===== src/rtl/transmit_engine.sv =====
// transmit_engine
//   UART transmit engine. A byte written on write0 (while TXRDY is high) is
//   framed as start bit, seven data bits, then two format-dependent bits
//   (bit9/bit10) and shifted out LSB-first on TX. Each bit lasts baud clocks.
//
// Ports
//   clk      in   system clock, rising edge
//   reset    in   asynchronous active-high reset
//   write0   in   one-cycle write strobe
//   out_port in   [7:0]  byte to transmit
//   baud     in   [18:0] bit period in clk cycles (0 behaves as 1)
//   EIGHT    in   1 = 8 data bits, 0 = 7 data bits
//   PEN      in   parity enable
//   OHEL     in   parity sense, 1 = odd, 0 = even
//   TXRDY    out  high when idle and able to accept a write
//   TX       out  serial line, idle high
module transmit_engine (
    input  logic        clk,
    input  logic        reset,
    input  logic        write0,
    input  logic [7:0]  out_port,
    input  logic [18:0] baud,
    input  logic        EIGHT,
    input  logic        PEN,
    input  logic        OHEL,
    output logic        TXRDY,
    output logic        TX
);

    logic        doit;       // frame in progress
    logic        load;       // one cycle after an accepted write
    logic [7:0]  ld;         // latched byte
    logic [10:0] shifter;    // bit 0 drives TX
    logic [3:0]  bit_cnt;
    logic [18:0] bt_cnt;

    logic [18:0] period_m1;
    logic        btu;
    logic        done;
    logic        par7;
    logic        par8;
    logic        bit9;
    logic        bit10;

    // A zero bit period runs at one bit per clock.
    always_comb begin
        period_m1 = '0;
        if (baud != '0)
            period_m1 = baud - 19'd1;
    end

    // The load cycle clears the counters, so no bit-time tick may fire in it.
    always_comb begin
        btu  = doit & ~load & (bt_cnt == period_m1);
        // 11th tick: the frame ends on the same edge that shifts out bit10.
        done = btu & (bit_cnt == 4'd10);
    end

    always_comb begin
        par7  = OHEL ? ~^ld[6:0] : ^ld[6:0];
        par8  = OHEL ? ~^ld[7:0] : ^ld[7:0];
        bit9  = 1'b1;
        bit10 = 1'b1;
        unique case ({EIGHT, PEN})
            2'b00: begin bit10 = 1'b1; bit9 = 1'b1;  end
            2'b01: begin bit10 = 1'b1; bit9 = par7;  end
            2'b10: begin bit10 = 1'b1; bit9 = ld[7]; end
            2'b11: begin bit10 = par8; bit9 = ld[7]; end
            default: begin bit10 = 1'b1; bit9 = 1'b1; end
        endcase
    end

    // Write acceptance and frame-in-progress control.
    always_ff @(posedge clk or posedge reset) begin
        if (reset) begin
            TXRDY <= 1'b1;
            doit  <= 1'b0;
            load  <= 1'b0;
            ld    <= '0;
        end else begin
            load <= write0 & TXRDY;
            if (write0 && TXRDY) begin
                ld    <= out_port;
                TXRDY <= 1'b0;
                doit  <= 1'b1;
            end else if (done) begin
                TXRDY <= 1'b1;
                doit  <= 1'b0;
            end
        end
    end

    // Bit-time and bit counters.
    always_ff @(posedge clk or posedge reset) begin
        if (reset) begin
            bt_cnt  <= '0;
            bit_cnt <= '0;
        end else if (load || done) begin
            bt_cnt  <= '0;
            bit_cnt <= '0;
        end else if (doit) begin
            if (btu) begin
                bt_cnt  <= '0;
                bit_cnt <= bit_cnt + 4'd1;
            end else begin
                bt_cnt  <= bt_cnt + 19'd1;
            end
        end
    end

    // Shift register: the leading 1 gives one idle bit period before start,
    // and the 1s shifted in at the top form the stop bit and idle level.
    always_ff @(posedge clk or posedge reset) begin
        if (reset)
            shifter <= '1;
        else if (load)
            shifter <= {bit10, bit9, ld[6:0], 1'b0, 1'b1};
        else if (btu)
            shifter <= {1'b1, shifter[10:1]};
    end

    always_comb TX = shifter[0];

endmodule


===== config.mk =====
export PLATFORM = sky130hd
export DESIGN_NAME = transmit_engine
export DESIGN_NICKNAME = d
export VERILOG_FILES = /design/src/rtl/transmit_engine.sv
export SDC_FILE = /design/constraint.sdc
export NUM_CORES = 1
export LEC_CHECK = 0
export ABC_AREA = 1
export ABC_CLOCK_PERIOD_IN_PS = 2800
export BUFFER_PORTS_ARGS = -buffer_cell sky130_fd_sc_hd__buf_2
export CELL_PAD_IN_SITES_DETAIL_PLACEMENT = 0
export CELL_PAD_IN_SITES_GLOBAL_PLACEMENT = 2
export CORE_UTILIZATION = 33
export CTS_BUF_LIST = sky130_fd_sc_hd__clkbuf_8
export DETAILED_ROUTE_END_ITERATION = 8
export HOLD_SLACK_MARGIN = 0.1
export MAX_ROUTING_LAYER = met4
export PLACE_DENSITY_LB_ADDON = 0.05
export SLEW_MARGIN = 0
export SYNTH_ARGS = -nofsm -noshare
export SYNTH_HDL_FRONTEND = slang
export SYNTH_SLANG_ARGS = --single-unit

===== constraint.sdc =====
create_clock -name clk -period 2.8 [get_ports clk]
set_input_delay 0.28 -clock clk [delete_from_list [all_inputs] [get_ports clk]]
set_output_delay 0.28 -clock clk [all_outputs]
set_load 0.03 [all_outputs]

Word level (Yosys, flattened, before mapping)
Index checks and enable logic that the tools add are counted.

Flip-flop bits (word level): 45. Output and inout port bits: 2.

Muxes and demuxes: 17. Eq/ne operators: 5. $add $sub $neg: 3. Reductions and logical operators: 15. Bitwise logic cells: 5.

Operators with widths (count): $mux 19 (4); $mux 11 (2); $add 19x1->19 const B (1); $eq 19x19->1 (1); $reduce_bool 19->1 (1); $sub 19x1->19 const B (1); $mux 4 (3); $reduce_bool 2->1 (4); $reduce_xnor 8->1 (1); $reduce_xor 8->1 (1); $reduce_xnor 7->1 (1); $reduce_xor 7->1 (1); $mux 1 (6); $add 4x1->4 const B (1); $and 1x1->1 (4); $eq 2x2->1 const B (2); $eq 4x4->1 const B (1); $pmux 1 s3 (1); $reduce_or 3->1 (1); $eq 2x1->1 const B (1); $logic_not 2->1 (1); $pmux 1 s2 (1); $reduce_and 2->1 (1); $reduce_or 2->1 (1); other kinds (3) (3).

Longest topological paths before layout
Gate-level depths: netlist of run 1.

Depth after elaboration: 8. Mapped depth: 18.

Least setup slack after synthesis of run 1
OpenSTA, ideal clock, no wires.

Path kind: input to register. Start: input baud[0]. End: register bt_cnt[3]. Data arrival time: 2117 ps. Path buffers: 2. Setup slack: 564 ps. Required time: 2680 ps. Stages: 15. Setup time: 120 ps. Cells stage by stage: inv_1 > ha_1 > nand2_2 > nor2_4 > nand3_4 > buf_2 > nand3_1 > nand2_1 > nor2_1 > nand3_1 > nor2_1 > nand3_4 > nand2_4 > buf_4 > nor2_1.

Longest elaborated chain between the ends: 7.

Ends and longest elaborated chain: from (decl) (RTL line 22) `input logic [18:0] baud,`; $sub 19x1->19 or $reduce_bool 19->1 (tied branches) (RTL line 49, 48); $mux 19 (*) (RTL line 48) `if (baud != '0)`; $eq 19x19->1 (*) (RTL line 54) `btu = doit & ~load & (bt_cnt == period_m1);`; $and 1x1->1 (*) (RTL line 54); $mux 19 or $and 1x1->1 (tied branches) (RTL line 102, 56); $mux 19 or $logic_or 1x1->1 (tied branches) (RTL line 101, 98); $mux 19 or $reduce_bool 2->1 (tied branches); to (signal assigned) (RTL line 106) `bt_cnt <= bt_cnt + 19'd1;`; to (decl) (RTL line 35) `logic [18:0] bt_cnt;`.

Mark *: on every way between the ends. The rest lies on a longest branch, timed or not. The select of a mux whose other input is x is not followed. A chain may end at the register's enable or synchronous reset.

Final worst setup path of run 1
Start: register bt_cnt[1]. End: register bt_cnt[18].

Longest elaborated chain between the ends: 5.

Ends and longest elaborated chain: branches (longest 5 deep; another with $add 19x1->19).

Several ways; the timed one is not identified. The select of a mux whose other input is x is not followed.

==> results of run 1 <==
## worst max-delay path by stage
stage	startpoint	end	slack [ns]
after floorplan	baud[0]	bt_cnt[3]	0.56
after global placement	baud[0]	shifter[9]	0.25
after detailed placement	baud[0]	shifter[7]	0.21
after CTS	bt_cnt[1]	bt_cnt[18]	0.43
after global routing	baud[0]	shifter[4]	0.23
final	bt_cnt[1]	bt_cnt[18]	0.44
## metrics by stage
step | cells | area (um2) | hold WS, ns | power, mW | utilization [%]
3_3_place_gp | 672 | 3672 | 0.4626 | 1.715 | 37.74
6_report | 680 | 3755 | 0.1511 | 2.090 | 38.59
3_5_place_dp | 672 | 3672 | 0.4629 | 1.714 | 37.74
2_1_floorplan | 503 | 3309 | 0.3896 | 1.507 | -
5_1_grt | 680 | 3755 | 0.1749 | 2.266 | 38.59
4_1_cts | 680 | 3755 | 0.1657 | 2.120 | 38.59
## area by class of cell
class / count / area (um2)
multi-input combinational: 387 / 1879
clock inverter: 3 / 13.76
sequential: 45 / 1141
fill: 1112 / 5974
clock buffer: 5 / 68.82
tap: 133 / 166.4
inverter: 62 / 232.7
timing repair buffer: 45 / 252.7
## critical path, stage by stage (launching register included)
cell	delay (ns)
dfrtp_1	0.44
ha_1	0.21
inv_1	0.06
nor3_1	0.20
nand2_1	0.11
nor4_1	0.43
nand3_1	0.27
nor4_1	0.30
xnor2_1	0.16
nor2_1	0.05
## metal layers
| layer | part of all wire (%) | GRT usage (%) | vias up |
|---|---|---|---|
| met4 | 0.37 | 2.857 | 0 |
| met5 | 0 | - | - |
| met1 | 53 | 27.09 | 1450 |
| li1 | - | - | 1661 |
| met3 | 2.3 | 2.668 | 4 |
| met2 | 44 | 29.89 | 33 |
## report_power, final
group	internal (mW)	switching (mW)	total [mW]
logic	0.306	0.422	0.728
registers	0.835	0.134	0.969
clock network	0.170	0.223	0.393
## logic make-up after synthesis
family | after synthesis | synth area share [%]
AOI/OAI and AO/OA | 8 | 1.550
adders and majority gates | 4 | 1.512
and+or+nand+nor | 345 | 45.78
xor gates and xnor gates | 30 | 7.939
DFF | 45 | 34.48
buffers and inverters | 71 | 8.733
## flip-flops by register name, indices dropped and copies added (netlist names)
signal	count
bt_cnt	19
shifter	11
ld	8
bit_cnt	4
TXRDY	1
doit	1
load	1
## placed cells by master, fill, tap and decap left out, drive strengths merged
cell    instances
o21ai           3
nor2           71
nor3            6
o21bai          2
dfrtp          33
buf            45
inv            62
dfstp          12
nand2         179
xor2           23
nand3          62
nand4          22
nor4            2
nand3b          2
clkinv          3
xnor2           7
clkbuf          5
ha              4
and2            1
a21oi           1
o221ai          1
a21o            1
==> impl_summary.md, run 1 <==
Floorplan
The floorplan has 36 rows. In this run the standard cell core region covers 9729 um2. The die covers 10,430 um2. The starting utilization of the core area is 34.01%. The die width is 102.1 um. The die outline height is 102.1 um. The number of top-level pins is 35.

Run
The tool flagged a number of max-cap violations equal to 0.

Timing
For this run, the top clock speed supported by timing is 423.4 MHz. At the pin with the least slew margin, the transition time is 0.8442 ns. The number of hold-slack violations in the final timing report is 0. After layout, the worst path uses 84.36% of the clock period. The post-route worst setup slack is 0.4380 ns. The number of pins with negative max-slew slack in the final report is 0.

Setup violations remaining at the end of the flow were counted as 0. The smallest clock period supported by the final layout is computed as 2.362 ns. Setup repair after global routing left no endpoint under its margin.

Adding up every negative setup slack in the final design gives 0 ns. Between clock sinks in the finished design, the worst skew comes to 0.003828 ns. Headroom to the max-slew limit came out at 43.64%.

GRT
The via count of the first global-routing pass is 3,071. The global-route wire length before repair is 14,890 um. Entering global routing, the biggest net connects 41 pins. The number of antenna violations at the first check in global routing is 0.

Summed over all layers, the global routing overflow is 0. Global routing used 19.23% of the available tracks across all layers.

CTS
Clock-pin slew was measured on the worst setup and hold paths at 0.09 ns. The CTS buffer count is 5. The total of cells resized after clock tree synthesis is 0. The maximum buffer depth of the clock tree is 2. The number of clock sinks is 45. The CTS tree is done. The count of hold-fix buffers inserted at cts is 0. Clock latency on the worst-skew pair, taken at its later pin, is 0.29 ns. The H-tree generated during clock tree synthesis spans 2 levels. The cell chosen for the clock root is clkbuf_8. The count of buffers added by post-CTS timing repair for setup is 0.

Drt
For this block, the routed nets add up to 8944 um of wire. The violation count after the first detailed-route iteration is 111. The post-detailed-route wirelength per cell is 13.15 um.

The remaining number of nets flagged by the antenna check after routing is 0. The detailed-route vias per instance is 4.629. The total via count in the routed design is 3,148. The number of DRC violations after detailed routing is 1. The total iterations of the first detailed-routing run is 6.

Critical path
The endpoint type of the worst setup path is a register. The critical path required time is 2.98 ns. At the worst endpoint, the arrival time is 2.54 ns. The worst setup path is launched from a register. The count of cells along the worst register-to-register path is 9. The top fanout value on the critical path is 4. The category of the most critical setup path is reg -> reg. The slack of the worst reg-to-reg path is 0.44 ns. In this run the critical register-to-register path is launched from bt_cnt[1]. The worst reg2reg path endpoint is bt_cnt[18].

Synth
The top flip-flop cell by instance count after synthesis is dfrtp_1. The distinct cell type count of the synthesized netlist is 30. The number of nets in the synthesized netlist is 540. The top-area cell type share of the netlist area is 24.95%. The Yosys step of the flow raised 0 warnings.

The fraction of synthesis flops using an asynchronous set or reset pin is 100.0%. After synthesis, the cell types taking the most area are dfrtp_1 (25%), nand2_1 (20%), dfstp_2 (9.5%). The total of flip-flops plus latches after synthesis is 45.

Sorting the synthesized cells by how often they occur yields nand2_1 (176), nor2_1 (66), inv_1 (61), nand3_1 (60), dfrtp_1 (33). The area of the mapped netlist is 3309 um2. The most common cell in the synthesized netlist is nand2_1. Synthesis produced 503 cells. The library cell with the largest summed area after synthesis is dfrtp_1.

After synthesis, the mean cell area works out to 6.579 um2. The count of flip-flops with a built-in enable after synthesis is 0. The fraction of the yosys area taken by sequential cells is 34.48%.

Placement
The congestion estimate from routability-driven global placement came to 0.8882. The detailed-placement wirelength estimate is 7096 um. Prior to clock tree synthesis, the placed netlist has a worst setup slack of 0.2100 ns. Input and output buffers added on the ports amount to 34.

Cells and area
The synthesis-to-layout area growth is 13.46%. The final net count is 583. The number of antenna diodes in the final layout is 0. In the final layout, the share of cells above drive strength 1 is 13.71%.

Power
The worst ir drop on vdd is 0.3113 mV. The analysis attributes to cell leakage a power of 1.959 nW. Power spread over the standard cell area amounts to 556.6 nW/um2.

Worst hold path
The path category of the worst min-delay check is in -> async.

Outcome
The run finished, with violations left. The checks that failed: DRC.
(Power assumes the default switching activity.)
==> inputs of run 2 (changes only) <==
Settings changed: ABC_CLOCK_PERIOD_IN_PS 2800 to 2300.
Clock period 2.8 ns to 2.3 ns, I/O delays scaled along.
==> impl_summary.md, run 2 (same netlist as run 1, synthesis figures left out) <==
Cells and area
The count of non-filler cells in the finished layout is 738 (+8.5%). The number of fill cells in the layout was 1,077 (-3.1%). The library cells used most frequently in the layout, excluding fill and tap cells, are nand2_1 (176), buf_4 (66), nor2_1 (65). The most flop-heavy register is bt_cnt. The number of flip-flops in the largest register is 19 (unchanged). The final net count came to 641 (+9.9%). The leading cell type in the layout, fill and taps excluded is nand2_1. In the final layout, the registers with the most flip-flops are bt_cnt (19), shifter (11), ld (8). The footprint of the flip-flops and latches was 1141 um2 (unchanged). The diode insertion count for antenna repair was 0 (unchanged). The synthesis-to-layout area growth is 28.09%. The total area of multi-input combinational cells is 1902 um2 (+1.2%). The utilization after layout is 43.57% (+5.0 points). The fraction of layout instances using a drive strength above 1 is 22.48% (+8.8 points).

The post-route cell area is 4239 um2 (+13%).

CTS
The number of clock sinks is 45 (unchanged). The CTS buffer count came to 5 (unchanged). The clock-pin transition on the worst setup and hold timing paths was 0.08 ns (about the same).

The insertion delay of the later-clocked pin in the worst-skew pair was 0.30 ns (about the same). The count of buffers added by post-CTS timing repair for setup came to 0 (unchanged). The number of H-tree levels was 2 (unchanged). The root buffer cell chosen for the clock tree is clkbuf_8.

TritonCTS built the clock tree. The maximum buffer depth of the clock tree is 2 (unchanged).

Power
The internal power of the cells was 1.733 mW (+32%). The clock network power share is 20.4% (+1.6 points). The combinational cell fraction of total power is 36.7% (+1.9 points).

The proportion of total power due to net switching is 35.62% (-1.6 points). The total power per unit cell area came to 635.1 nW/um2 (+14%). The worst ir drop on vdd is 0.3389 mV (+8.9%). The standby leakage power is 2.244 nW (+15%).

The power spent charging and discharging nets came to 0.9591 mW (+23%). The portion of total power attributed to sequential cells is 42.9% (-3.5 points).

Placement
The cell area reported after detailed placement was 4105 um2 (+12%). The detailed-placement wirelength estimate is 7561 um (+6.5%). The placed instance count is 728 (+8.3%). The routability-driven placement congestion ratio came to 0.8597 (-3.2%).

The number of buffer cells added on primary ports came to 34 (unchanged).

GRT
The global-route wire length before repair is 15,790 um (+6.1%). The overflow left after global routing is 0 (unchanged). The overall routing resource usage is 20.15% (+0.92 points). The via count of the first global-routing pass is 3,295 (+7.3%).

The number of antenna violations at the first check in global routing is 0 (unchanged). The pin count of the biggest net entering global routing is 23 (-44%).

Outcome
The flow ran to the end, but the final reports show violations. The final reports fail on DRC.

Timing
The actual transition at the worst max-transition pin is 0.4775 ns (-0.3667 ns). The number of failing setup endpoints in the final timing report came to 0 (unchanged). The final clock period utilization by the worst path is 91.19%. The headroom to the max-slew limit is 68.12% (+24 points). Derived from the worst setup path, the maximum achievable clock frequency is 476.8 MHz. The number of hold-slack violations in the final timing report is 0 (unchanged).

The minimum clock period after layout is 2.097 ns. The largest clock skew in the final design came to 0.008367 ns (+0.004540 ns). The number of pins with negative max-slew slack in the final report is 0 (unchanged). Setup repair after global routing left no endpoint under its margin.

Drt
The sum of met3 wire segment lengths after detailed routing was 263 um (+30%). The wire length on met1 is 5091 um (+6.4%). The total via count in the routed design came to 3,410 (+8.3%). The post-detailed-route wirelength per cell is 12.83 um (-2.4%). The highest routed metal layer is met4. The remaining number of nets flagged by the antenna check after routing is 0 (unchanged). The detailed-route vias per instance is 4.621 (-0.19%). The detailed route wirelength on metal2 is 4072 um (+3.8%).

The violation count after the first detailed-route iteration was 162 (+46%). The number of DRC violations after detailed routing was 1 (unchanged). The total iterations of the first detailed-routing run came to 7 (+1). The total length of routed wires is 9472 um (+5.9%).

Floorplan
The number of top-level pins was 35 (unchanged). The core footprint is 9729 um2 (unchanged). The number of rows created at floorplan came to 36 (unchanged). The die outline height was 102.1 um (unchanged). The full die area is 10,430 um2 (unchanged). The starting utilization of the core area came to 34.01% (unchanged). The die width is 102.1 um (unchanged).

Critical path
The arrival time of data at the critical path endpoint is 2.29 ns (-0.25 ns). The top fanout value on the critical path was 15 (+11). The kind of start point of the critical path is an input port. The critical path required time is 2.49 ns (-0.49 ns). STA classifies the critical path endpoint as a register. By startpoint and endpoint, the worst setup path is classified as in -> reg.

Worst hold path
In this run the worst hold path is classified as in -> reg.

Run
The max-cap violation count came to 0 (unchanged).
-- run 2: worst paths after layout --
path	cells past startpoint	to	slack, ns	startpoint
max in group asynchronous	4	shifter[5]	1.16	reset
min reg2reg	2	TXRDY	0.48	TXRDY
max	17	bit_cnt[0]	0.20	baud[0]
max reg2reg	10	bt_cnt[18]	0.25	bt_cnt[1]
min	3	ld[1]	0.12	out_port[1]
min in group asynchronous	3	bt_cnt[0]	0.49	reset
-- run 2: critical path, cell delays in order --
cell and delay (ns):
buf_2 0.10, inv_1 0.06, ha_1 0.19, nand2_2 0.10
nor2_4 0.20, nand3_4 0.16, buf_4 0.19, nand2_1 0.06
nand2_1 0.04, nand2_1 0.09, and2_1 0.13, nand3b_1 0.12
nor2_4 0.16, nand3_4 0.10, buf_4 0.20, nand3_1 0.08
nand2_1 0.06
-- run 2: final cells by class --
cell class | count | area share (%)
clock buffers | 7 | 2.273
clock inverters | 1 | 0.1181
multi-input cells | 388 | 44.86
well taps | 133 | 3.926
inverters | 62 | 5.490
repair buffers | 102 | 16.41
flip-flops and latches | 45 | 26.92
-- run 2: timing repair --
| item | in CTS | in global routing |
|---|---|---|
| hold endpoints to repair | 19 | 0 |
| gates resized for setup | 0 | 3 |
| hold buffers | 1 | 0 |
| endpoints found under the setup margin | 0 | 6 |
-- run 2: metal layers --
layer	GRT usage [%]	vias to the layer above
met2	30.72	35
met5	-	-
li1	-	1790
met1	28.95	1580
met3	2.462	5
met4	3.297	0
-- run 2: power by group through the flow --
stage                     clock (mW)  combinational, mW  sequential [mW]
after floorplan                    0              0.691             1.14
after global placement             0              0.962             1.17
after detailed placement           0              0.985             1.17
after CTS                      0.565              0.990             1.16
after global routing           0.604               1.12             1.18
final                          0.549              0.988             1.16
-- run 2: per-stage QoR --
| step | total power [mW] | setup WS [ns] | hold slack [ns] | TNS (ns) |
|---|---|---|---|---|
| final | 2.692 | 0.2026 | 0.1222 | 0 |
| after global routing | 2.909 | 0.01618 | 0.1165 | 0 |
| after CTS | 2.711 | 0.1118 | 0.1139 | 0 |
| after detailed placement | 2.154 | -0.1430 | 0.2885 | -3.342 |
| after global placement | 2.128 | -0.1016 | 0.2758 | -2.133 |
| after floorplan | 1.835 | 0.1136 | 0.3396 | 0 |
==> inputs of run 3 (changes only) <==
Settings changed: RECOVER_POWER set to 100.
==> impl_summary.md, run 3 (same netlist as run 1, synthesis figures left out) <==
GRT
The via count of the first global-routing pass was 3,295 (unchanged). The number of antenna violations at the first check in global routing was 0 (unchanged). The pin count of the biggest net entering global routing came to 23 (unchanged). The overall routing resource usage is 20.15% (unchanged). The global-route wire length before repair is 15,790 um (unchanged). The overflow left after global routing is 0 (unchanged).

Critical path
The cell with the biggest individual delay on the critical path is nor2_4. The arrival time of data at the critical path endpoint is 2.27 ns (-0.02 ns). The critical path required time came to 2.49 ns (about the same). The worst setup path is of the in -> reg kind.

The worst setup path is captured at a register. STA classifies the critical path startpoint as an input port. Traced cell by cell, the critical path runs through buf_2 > inv_1 > ha_1 > nand2_2 > nor2_4 > nand3_4 > clkbuf_2 > nand2_1 > nand2_1 > nand2_1 > and2_1 > nand3b_1 > nor2_4 > nand3_4 > buf_4 > nand3_1 > nand2_1. The top fanout value on the critical path was 15 (unchanged). The stage delay of the slowest cell on the critical path is 0.20 ns (about the same). The cell repeated most along the worst path is nand2_1.

Cells and area
The leading cell type in the layout, fill and taps excluded is nand2_1. The post-route cell area is 4217 um2 (-0.53%). The number of flip-flops in the largest register is 19 (unchanged). The count of non-filler cells in the finished layout is 738 (unchanged).

The diode insertion count for antenna repair is 0 (unchanged). The fraction of layout instances using a drive strength above 1 is 21.16% (-1.3 points). The area growth from synthesis to layout is 27.41%. The largest registers in the layout are bt_cnt (19), shifter (11), ld (8). The most flop-heavy register is bt_cnt. The final net count is 641 (unchanged). The library cells used most frequently in the layout, excluding fill and tap cells, are nand2_1 (176), nor2_1 (65), inv_1 (61).

Floorplan
The die width is 102.1 um (unchanged). The core footprint was 9729 um2 (unchanged). The die outline height is 102.1 um (unchanged). The starting utilization of the core area is 34.01% (unchanged).

The full die area came to 10,430 um2 (unchanged). The number of top-level pins was 35 (unchanged). The number of rows created at floorplan was 36 (unchanged).

Placement
The placement-stage worst setup slack is -0.1430 ns (unchanged). The routability-driven placement congestion ratio is 0.8597 (unchanged). The placed instance count was 728 (unchanged). The number of buffer cells added on primary ports was 34 (unchanged).

The detailed-placement wirelength estimate was 7561 um (unchanged). The cell area reported after detailed placement was 4105 um2 (unchanged).

CTS
The cell chosen for the clock root is clkbuf_8. The clock-pin transition on the worst setup and hold timing paths is 0.09 ns (about the same). The number of H-tree levels is 2 (unchanged). The CTS buffer count is 5 (unchanged). The CTS tree is done. The count of buffers added by post-CTS timing repair for setup is 0 (unchanged). The insertion delay of the later-clocked pin in the worst-skew pair came to 0.30 ns (about the same). The number of clock sinks came to 45 (unchanged). The maximum buffer depth of the clock tree is 2 (unchanged).

Timing
The headroom to the max-slew limit was 43.16% (-25 points). The maximum clock frequency is 480.7 MHz (+0.82%). Setup repair after global routing left no endpoint under its margin.

The minimum clock period after layout is 2.080 ns (-0.01714 ns). The actual transition at the worst max-transition pin is 0.8517 ns (+0.3742 ns). The number of pins with negative max-slew slack in the final report is 0 (unchanged).

The post-route worst setup slack was 0.2198 ns (+0.01714 ns). The number of hold-slack violations in the final timing report came to 0 (unchanged). The number of failing setup endpoints in the final timing report is 0 (unchanged). The final clock period utilization by the worst path came to 90.44% (-0.75 points). The largest clock skew in the final design was 0.008867 ns (+0.0004991 ns).

Power
The standby leakage power is 2.225 nW (-0.85%). The total power after layout is 2.689 mW (-0.11%). The total power per unit cell area is 637.8 nW/um2 (+0.42%). The worst ir drop on vdd was 0.3392 mV (about the same).

Worst hold path
The path category of the worst min-delay check is in -> reg.

Drt
The post-detailed-route wirelength per cell is 12.78 um (-0.43%). The violation count after the first detailed-route iteration was 163 (+0.62%). The total length of routed wires was 9431 um (-0.43%). The total via count in the routed design was 3,398 (-0.35%). The remaining number of nets flagged by the antenna check after routing is 0 (unchanged). The number of DRC violations after detailed routing was 1 (unchanged). The total iterations of the first detailed-routing run is 6 (-1). The detailed-route vias per instance came to 4.604 (-0.35%).

Outcome
The final reports fail on DRC. The run finished, with violations left.

Run
The max-cap violation count came to 0 (unchanged).
run 3: cell types whose count changed in the layout (fill, tap and decap cells not counted), sizes merged:
cell    before  now
buf        101   93
clkbuf       7   15
run 3: routing by layer:
| layer | part of all wire, % | GRT usage [%] |
|---|---|---|
| met2 | 43 | 30.72 |
| met3 | 2.7 | 2.462 |
| met5 | 0 | - |
| met1 | 54 | 28.95 |
| met4 | 0.47 | 3.297 |
run 3: cell type report:
class	instances	area [um2]
fillers	1085	5513
multi-input cells	388	1902
clock inverters	1	5.005
inverters	62	232.7
repair buffers	102	673.1
well taps	133	166.4
clock buffers	7	96.34
flip-flops and latches	45	1141
run 3: path summary, 6_finish.rpt:
check,cells past startpoint,slack (ns),start,end
worst min register to register,2,0.49,shifter[5],shifter[5]
worst max register to register,10,0.24,bt_cnt[1],bt_cnt[18]
worst min-delay path,3,0.12,out_port[1],ld[1]
worst max-delay path,17,0.22,baud[0],bit_cnt[0]
min in group asynchronous,3,0.64,reset,bt_cnt[0]
max in group asynchronous,4,0.47,reset,bt_cnt[9]
run 3: repair_timing:
| action | in CTS | in global routing |
|---|---|---|
| resized for setup | 0 | 3 |
| hold endpoints to repair | 19 | 0 |
| setup endpoints to repair | 0 | 6 |
| hold buffers | 1 | 0 |
run 3: critical path: cells and delay by family:
kind / cells / cell delay [ns]
simple gates: 12 / 1.31
buf+inv: 4 / 0.54
fa+ha+maj: 1 / 0.19
run 3: where the power goes:
part           internal [mW]  switching, mW  total [mW]  leakage, nW
clock network          0.272          0.277       0.549       0.0542
logic                  0.441          0.543       0.984         1.61
registers               1.02          0.139        1.16        0.561
run 3: through the flow:
stage | hold WS, ns | TNS [ns] | utilization [%]
2_1_floorplan | 0.3396 | 0 | -
3_3_place_gp | 0.2758 | -2.133 | 42.19
3_5_place_dp | 0.2885 | -3.342 | 42.19
4_1_cts | 0.1139 | 0 | 43.34
5_1_grt | 0.1165 | 0 | 43.34
6_report | 0.1209 | 0 | 43.34
